### src/rtl/data_bus_responder.sv
// Data-side memory responder for the TinuC core: word RAM plus a small
// peripheral window (GPIO and a compare timer). Reads are combinational
// from daddr and current state; writes land on the rising CLK edge.
module data_bus_responder #(
  parameter int RAM_WORDS = 128,
  parameter int GPIO_W    = 8
) (
  input  logic              CLK,
  input  logic              RESET_N,
  input  logic [9:0]        daddr,
  input  logic              d_rw,
  input  logic [31:0]       ddata_w,
  output logic [31:0]       ddata_r,
  input  logic [GPIO_W-1:0] gpio_in,
  output logic [GPIO_W-1:0] gpio_out,
  output logic              irq
);

  // Word offsets (daddr[9:2]) of the peripheral registers.
  localparam logic [7:0] OFF_GPIO_OUT = 8'h80;
  localparam logic [7:0] OFF_GPIO_IN  = 8'h81;
  localparam logic [7:0] OFF_TCNT     = 8'h82;
  localparam logic [7:0] OFF_TCMP     = 8'h83;
  localparam logic [7:0] OFF_TCTRL    = 8'h84;
  localparam logic [7:0] OFF_TSTAT    = 8'h85;

  localparam int          RAM_AW      = (RAM_WORDS > 1) ? $clog2(RAM_WORDS) : 1;
  localparam logic [31:0] RAM_WORDS_U = 32'(RAM_WORDS);

  // Storage.
  logic [31:0]       ram_r [RAM_WORDS];
  logic [GPIO_W-1:0] gpio_out_r;
  logic [GPIO_W-1:0] sync1_r;
  logic [GPIO_W-1:0] sync2_r;
  logic [31:0]       tcnt_r;
  logic [31:0]       tcmp_r;
  logic [2:0]        tctrl_r;   // bit0 EN, bit1 AUTOCLR, bit2 IRQEN
  logic              match_r;
  logic              irq_r;

  // Decode helpers.
  logic [7:0]        word_s;
  logic [6:0]        ram_idx_s;
  logic [RAM_AW-1:0] ram_addr_s;
  logic              ram_sel_s;
  logic              periph_sel_s;

  // Write strobes and next-state values.
  logic              we_ram_s;
  logic              we_gpo_s;
  logic              we_tcnt_s;
  logic              we_tcmp_s;
  logic              we_tctrl_s;
  logic              we_tstat_s;
  logic              hit_s;
  logic [31:0]       tcnt_nxt_s;
  logic              match_nxt_s;
  logic [2:0]        tctrl_nxt_s;
  logic [31:0]       gpo_ext_s;
  logic [31:0]       gpi_ext_s;

  assign word_s       = daddr[9:2];
  assign ram_idx_s    = daddr[8:2];
  assign ram_addr_s   = ram_idx_s[RAM_AW-1:0];
  assign ram_sel_s    = (daddr[9] == 1'b0) && (32'(ram_idx_s) < RAM_WORDS_U);
  assign periph_sel_s = (daddr[9] == 1'b1);

  // Zero-extend the GPIO registers to bus width.
  always_comb begin
    gpo_ext_s = 32'd0;
    gpi_ext_s = 32'd0;
    gpo_ext_s[GPIO_W-1:0] = gpio_out_r;
    gpi_ext_s[GPIO_W-1:0] = sync2_r;
  end

  // Decode write strobes for the addressed target.
  always_comb begin
    we_ram_s   = 1'b0;
    we_gpo_s   = 1'b0;
    we_tcnt_s  = 1'b0;
    we_tcmp_s  = 1'b0;
    we_tctrl_s = 1'b0;
    we_tstat_s = 1'b0;
    if (d_rw && ram_sel_s) begin
      we_ram_s = 1'b1;
    end else if (d_rw && periph_sel_s) begin
      case (word_s)
        OFF_GPIO_OUT: we_gpo_s   = 1'b1;
        OFF_TCNT:     we_tcnt_s  = 1'b1;
        OFF_TCMP:     we_tcmp_s  = 1'b1;
        OFF_TCTRL:    we_tctrl_s = 1'b1;
        OFF_TSTAT:    we_tstat_s = 1'b1;
        default:      we_ram_s   = 1'b0;
      endcase
    end else begin
      we_ram_s = 1'b0;
    end
  end

  // Timer next state: a bus write to TCNT beats both increment and auto-clear;
  // the compare always uses the pre-write count.
  always_comb begin
    hit_s       = tctrl_r[0] && (tcnt_r == tcmp_r);
    tcnt_nxt_s  = tcnt_r;
    match_nxt_s = match_r;
    tctrl_nxt_s = tctrl_r;
    if (we_tcnt_s) begin
      tcnt_nxt_s = ddata_w;
    end else if (!tctrl_r[0]) begin
      tcnt_nxt_s = tcnt_r;
    end else if (hit_s && tctrl_r[1]) begin
      tcnt_nxt_s = 32'd0;
    end else begin
      tcnt_nxt_s = tcnt_r + 32'd1;
    end
    if (hit_s) begin
      match_nxt_s = 1'b1;
    end else if (we_tstat_s && ddata_w[0]) begin
      match_nxt_s = 1'b0;
    end else begin
      match_nxt_s = match_r;
    end
    if (we_tctrl_s) begin
      tctrl_nxt_s = ddata_w[2:0];
    end else begin
      tctrl_nxt_s = tctrl_r;
    end
  end

  // Combinational read mux; no read side effects.
  always_comb begin
    ddata_r = 32'd0;
    if (ram_sel_s) begin
      ddata_r = ram_r[ram_addr_s];
    end else if (periph_sel_s) begin
      case (word_s)
        OFF_GPIO_OUT: ddata_r = gpo_ext_s;
        OFF_GPIO_IN:  ddata_r = gpi_ext_s;
        OFF_TCNT:     ddata_r = tcnt_r;
        OFF_TCMP:     ddata_r = tcmp_r;
        OFF_TCTRL:    ddata_r = {29'd0, tctrl_r};
        OFF_TSTAT:    ddata_r = {31'd0, match_r};
        default:      ddata_r = 32'd0;
      endcase
    end else begin
      ddata_r = 32'd0;
    end
  end

  // RAM write port; contents are intentionally not reset.
  always_ff @(posedge CLK) begin
    if (we_ram_s) begin
      ram_r[ram_addr_s] <= ddata_w;
    end
  end

  // Peripheral registers, GPIO synchronizer and registered irq.
  always_ff @(posedge CLK or negedge RESET_N) begin
    if (!RESET_N) begin
      gpio_out_r <= '0;
      sync1_r    <= '0;
      sync2_r    <= '0;
      tcnt_r     <= 32'd0;
      tcmp_r     <= 32'hFFFF_FFFF;
      tctrl_r    <= 3'd0;
      match_r    <= 1'b0;
      irq_r      <= 1'b0;
    end else begin
      sync1_r <= gpio_in;
      sync2_r <= sync1_r;
      if (we_gpo_s) begin
        gpio_out_r <= ddata_w[GPIO_W-1:0];
      end
      if (we_tcmp_s) begin
        tcmp_r <= ddata_w;
      end
      tcnt_r  <= tcnt_nxt_s;
      tctrl_r <= tctrl_nxt_s;
      match_r <= match_nxt_s;
      // irq tracks MATCH & IRQEN of the state being loaded on this edge.
      irq_r   <= match_nxt_s & tctrl_nxt_s[2];
    end
  end

  assign gpio_out = gpio_out_r;
  assign irq      = irq_r;

endmodule

### config.mk
export PLATFORM = sky130hd
export DESIGN_NAME = data_bus_responder
export DESIGN_NICKNAME = d
export VERILOG_FILES = /design/src/rtl/data_bus_responder.sv
export SDC_FILE = /design/constraint.sdc
export NUM_CORES = 2
export LEC_CHECK = 0
export CAP_MARGIN = 20
export CORE_MARGIN = 2
export CORE_UTILIZATION = 37
export DETAILED_ROUTE_END_ITERATION = 10
export PLACE_DENSITY = 0.56
export SKIP_LAST_GASP = 1
export SLEW_MARGIN = 25
export SYNTH_ARGS = -nofsm -noshare
export SYNTH_HDL_FRONTEND = slang
export SYNTH_SLANG_ARGS = --single-unit
### constraint.sdc
create_clock -name CLK -period 8.26 [get_ports CLK]
set_input_delay 2.065 -clock CLK [delete_from_list [all_inputs] [get_ports CLK]]
set_output_delay 2.065 -clock CLK [all_outputs]
set_load 0.05 [all_outputs]
* Word-level counts from Yosys, hierarchy flattened
Memory sizes are Yosys's and may differ from the RTL's. Cells that the tools add are included.
Storage, ports and cells: register bits 93, bits in writable memories 4096, bits of input ports 53, memories 1
Operators by class: add/sub/neg operators 1, eq/ne operators 7, muxes and demuxes 26, bitwise operators 2, reductions and logical operators 6
Memory list:
- ram_r | depth 128, bits a word 32, read ports 1, clocked after Yosys merged registers in 0, write ports 1, line 31 | logic [31:0] ram_r [RAM_WORDS];
Operators with widths (number):
- $pmux 32 s6 | 1
- $mux 32 | 4
- $eq 8x8->1 const B | 6
- $add 32x1->32 const B | 1
- $eq 32x32->1 | 1
- $mux 1 | 20
- $logic_and 1x1->1 | 5
- $mux 3 | 1
- $reduce_bool 2->1 | 1
- $and 1x1->1 | 1
- $not 1->1 | 1

* Longest topological paths before layout
depth after elaboration 8, mapped depth 12

* Worst setup path before layout
OpenSTA, ideal clock, no wires.
path kind input to output, start point input daddr[2], end point output ddata_r[6], arrival 4828 ps, required time 6195 ps, setup slack 1367 ps, stages 11, buffers on the path 5, cells stage by stage buf_2 buf_6 buf_2 inv_1 buf_2 buf_1 nand2_1 a32oi_1 a22oi_1 and4_1 o21ai_0
On the way: word-level cells in the longest chain between the ends 3, elaborated cells on any way between the ends 9
RTL lines:
- from (decl) | line 10 | input logic [9:0] daddr,
- parallel branches: the longest is 2 deep, another holds $mem_v2 128x32
- $mux 32 (*) | line 133 | if (ram_sel_s) begin
- to (decl) | line 13 | output logic [31:0] ddata_r,
Every way passes the cells marked *.

* Final worst setup path
start point input daddr[4], end point output ddata_r[1]
Same word-level chain as after synthesis.

==> impl_metrics.csv <==
group,metric,value,unit
outcome,status,"complete, no violations",
logic_synthesis,synth_nets,7315,
worst_setup_path,end_kind,"output pin",
logic_synthesis,synth.most_common_cell,"edfxtp_1",
logic_synthesis,synth_area_per_cell,22.2,um^2
worst_setup_path,slowest_delay,0.64,ns
route,wirelength,491000,um
clocking,cts_tree,"yes",
worst_setup_path,crit_path_top_delay_cell,"buf_8",
timing,finalSetupViolations,0,
clocking,htreeDepth,5,
logic_synthesis,synth_top_family_by_area,"multiplexers",
logic_synthesis,synth_xor_area_share,0.282,%
route,avgViaCountPerCell,5.83,
logic_synthesis,yosys_warnings,0,
timing,rsz0062_at_grt,"no",
grt,grt_max_degree,84,
clocking,clock_path_buffers,4,
cells_and_area,syn_to_final_growth,16.2,%
grt,track_usage,21.8,%
timing,worst_pin_slew,1.17,ns
die,io_pins,94,
clocking,clk_pin_slew_worst_paths,0.06,ns
timing,finalCriticalPeriod,8.23,ns
die,die_w,664,um
route,drt-pass1-iter-count,5,
logic_synthesis,syn_area,161000,um^2
grt,antenna_found_initial,47,
worst_setup_path,arrival,6.17,ns
timing,hold_viol_final,0,
worst_setup_path,required,6.20,ns
logic_synthesis,synth_edf_count,4096,
die,core,434000,um^2
worst_setup_path,cp_max_fo,64,
route,remaining_drc_errors,0,
route,antenna_left,0,
route,num_vias,82000,
placed_design,dp_cells,13200,
timing,final_max_slew_viol_count,0,
min_path,min_path_type,"reg2reg",
logic_synthesis,synth_compound_area_share,2.80,%
logic_synthesis,yosys-mux-area-fraction,16.2,%
cells_and_area,drive_gt1_share,30.2,%
logic_synthesis,yosys-top-cells-area,"edfxtp_1 76%, mux4_2 14%, mux2i_1 1.8%, dfrtp_1 0.95%, a22oi_1 0.65%",
logic_synthesis,synth_top_area_cell,"edfxtp_1",
grt,grt.overflow.total,0,
clocking,post-cts-setup-buffers,0,
placed_design,gp_congestion,0.930,
grt,grt_pass1_vias,80200,
clocking,clk_latency,1.00,ns
worst_setup_path,critPathBufInv,4,
placed_design,dpl.hpwl,300000,um
timing,finalCritPeriodShare,99.6,%
route,wl_per_cell,34.9,um
logic_synthesis,ys.flop_type,"edfxtp_1",
power,powerDensity,241,nW/um^2
logic_synthesis,synth_cell_types,70,
die,start_util,37.2,%
worst_setup_path,crit_family,"compound AO/OA/AOI/OAI gates",
route,drt-initial-drc-count,12100,
die,rows,242,
power,peakVddDrop,0.000182,V
cells_and_area,stdcell_count,14100,
timing,finalClockSkew,0.0392,ns
logic_synthesis,ys_seq_area_share,77.7,%
logic_synthesis,synth-adder-area-share,0.00776,%
worst_setup_path,cp-start-kind,"primary input",
logic_synthesis,synth_top_cell_area_share,76.2,%
clocking,clockRootBuffer,"clkbuf_16",
flow_run,drv_cap,0,
cells_and_area,fillers,37000,
logic_synthesis,synthTopCellsByCount,"4096 x edfxtp_1, 1009 x mux4_2, 294 x mux2i_1",
logic_synthesis,synthCells,7261,
placed_design,io_buffer_count,91,
logic_synthesis,async_flop_share,2.22,%
grt,grt_pass1_wl,670000,um
power,p_leak,0.0590,uW
die,fp.dieH,664,um
logic_synthesis,synth_seq_cells,4189,
clocking,cts.sinks,4189,
worst_setup_path,crit_chain,"buf_8, nor2b_4, buf_12, a22oi_1, a31oi_2, buf_4, o41ai_2, o221ai_1, buf_4",
clocking,cts_buffers,424,
logic_synthesis,yosys.area_share.simple,1.64,%
worst_setup_path,path_common_cell,"buf_4",
timing,fmax,0.121,GHz
cells_and_area,fin_nets,7997,
timing,maxSlewHeadroom,21.2,%
worst_setup_path,crit_type,"in2out",
die,die_area,441000,um^2
cells_and_area,postLayoutCoreUtil,43.2,%
[worst paths after layout]
path                       slack (ns)    endpoint  cells after the start       start
setup / recovery                 0.03  ddata_r[1]                      9    daddr[4]
hold / removal                   0.35  sync2_r[3]                      0  sync1_r[3]
setup reg to reg                 5.13  tcnt_r[25]                      8  tcnt_r[18]
hold reg to reg                  0.35  sync2_r[3]                      0  sync1_r[3]
max in group asynchronous        6.01  tcnt_r[18]                      2     RESET_N
min in group asynchronous        1.03  sync1_r[7]                      1     RESET_N
[final cells by class]
type | count | area (um^2) | share of cell area, %
multi-input combinational | 2648 | 34900 | 18.6
timing repair buffer | 671 | 6380 | 3.40
inverter | 9 | 46.3 | 0.0247
clock inverter | 263 | 2390 | 1.28
tap | 5734 | 7170 | 3.83
clock buffer | 522 | 11100 | 5.95
antenna | 17 | 42.5 | 0.0227
sequential | 4189 | 125000 | 66.9
[cells by family (layout without fill, tap and decap cells)]
kind of cell,Yosys count,count (layout)
xor gates and xnor gates,52,52
AOI/OAI and AO/OA,658,658
adders and majority gates,1,1
and+or+nand+nor,588,588
DFF,4189,4189
other,0,17
buffers and inverters,424,1465
muxes,1349,1349
[layout by cell type, fill, tap and decap left out, types with 13 or more instances in the layout]
master	n
a21oi_1	65
a221o_1	16
a221oi_1	108
a22o_1	15
a22oi_1	140
a31oi_1	17
a32oi_1	27
buf_12	80
buf_4	544
bufinv_16	33
clkbuf_1	88
clkbuf_16	430
clkdlybuf4s50_1	18
clkinv_1	103
clkinv_2	83
clkinvlp_4	13
dfrtp_1	61
dfstp_2	32
diode_2	17
edfxtp_1	4096
mux2_2	46
mux2i_1	293
mux4_2	1009
nand2_1	211
nand3_1	56
nor2_1	54
nor2_4	124
nor3_1	14
nor4_1	22
o21ai_0	155
o21ai_1	42
o22ai_1	20
xor2_1	41
[metrics by stage]
step           hold WS (ns)  setup TNS, ns  power, uW  worst slack (ns)  area (um^2)
6_report              0.354              0      45100            0.0293       187000
5_1_grt               0.356              0      46200           0.00593       187000
4_1_cts               0.354              0      45400           0.00634       187000
3_5_place_dp          0.340        -0.0907      26700           -0.0907       174000
3_3_place_gp          0.340         -0.140      26700            -0.134       174000
2_1_floorplan         0.331              0      25200              1.37       161000
[power by group]
part | switching [uW] | total (uW) | internal, uW
logic | 1880 | 2810 | 934
clock network | 8200 | 18800 | 10600
registers | 69.2 | 23500 | 23400
[state kept, by name, indices dropped and copies added (netlist names)]
signal,flops
ram_r,4096
tcnt_r,32
match_r,1
sync1_r,8
sync2_r,8
irq,1
gpio_out,8
tctrl_r,3
tcmp_r,32
[what timing repair did]
item / in CTS / in global routing
hold buffers: 0 / 0
pin swaps: 0 / 0
gates resized for setup: 2 / 4
setup endpoints to repair: 1 / 4
[metal layers]
layer | global-route usage (%) | vias to the layer above | wire (um)
met1 | 30.8 | 44600 | 198000
met3 | 4.63 | 675 | 47400
li1 | - | 32300 | -
met2 | 33.3 | 4355 | 225000
met4 | 7.99 | 2 | 19900
met5 | 0 | - | 8
(Power assumes the default switching activity.)
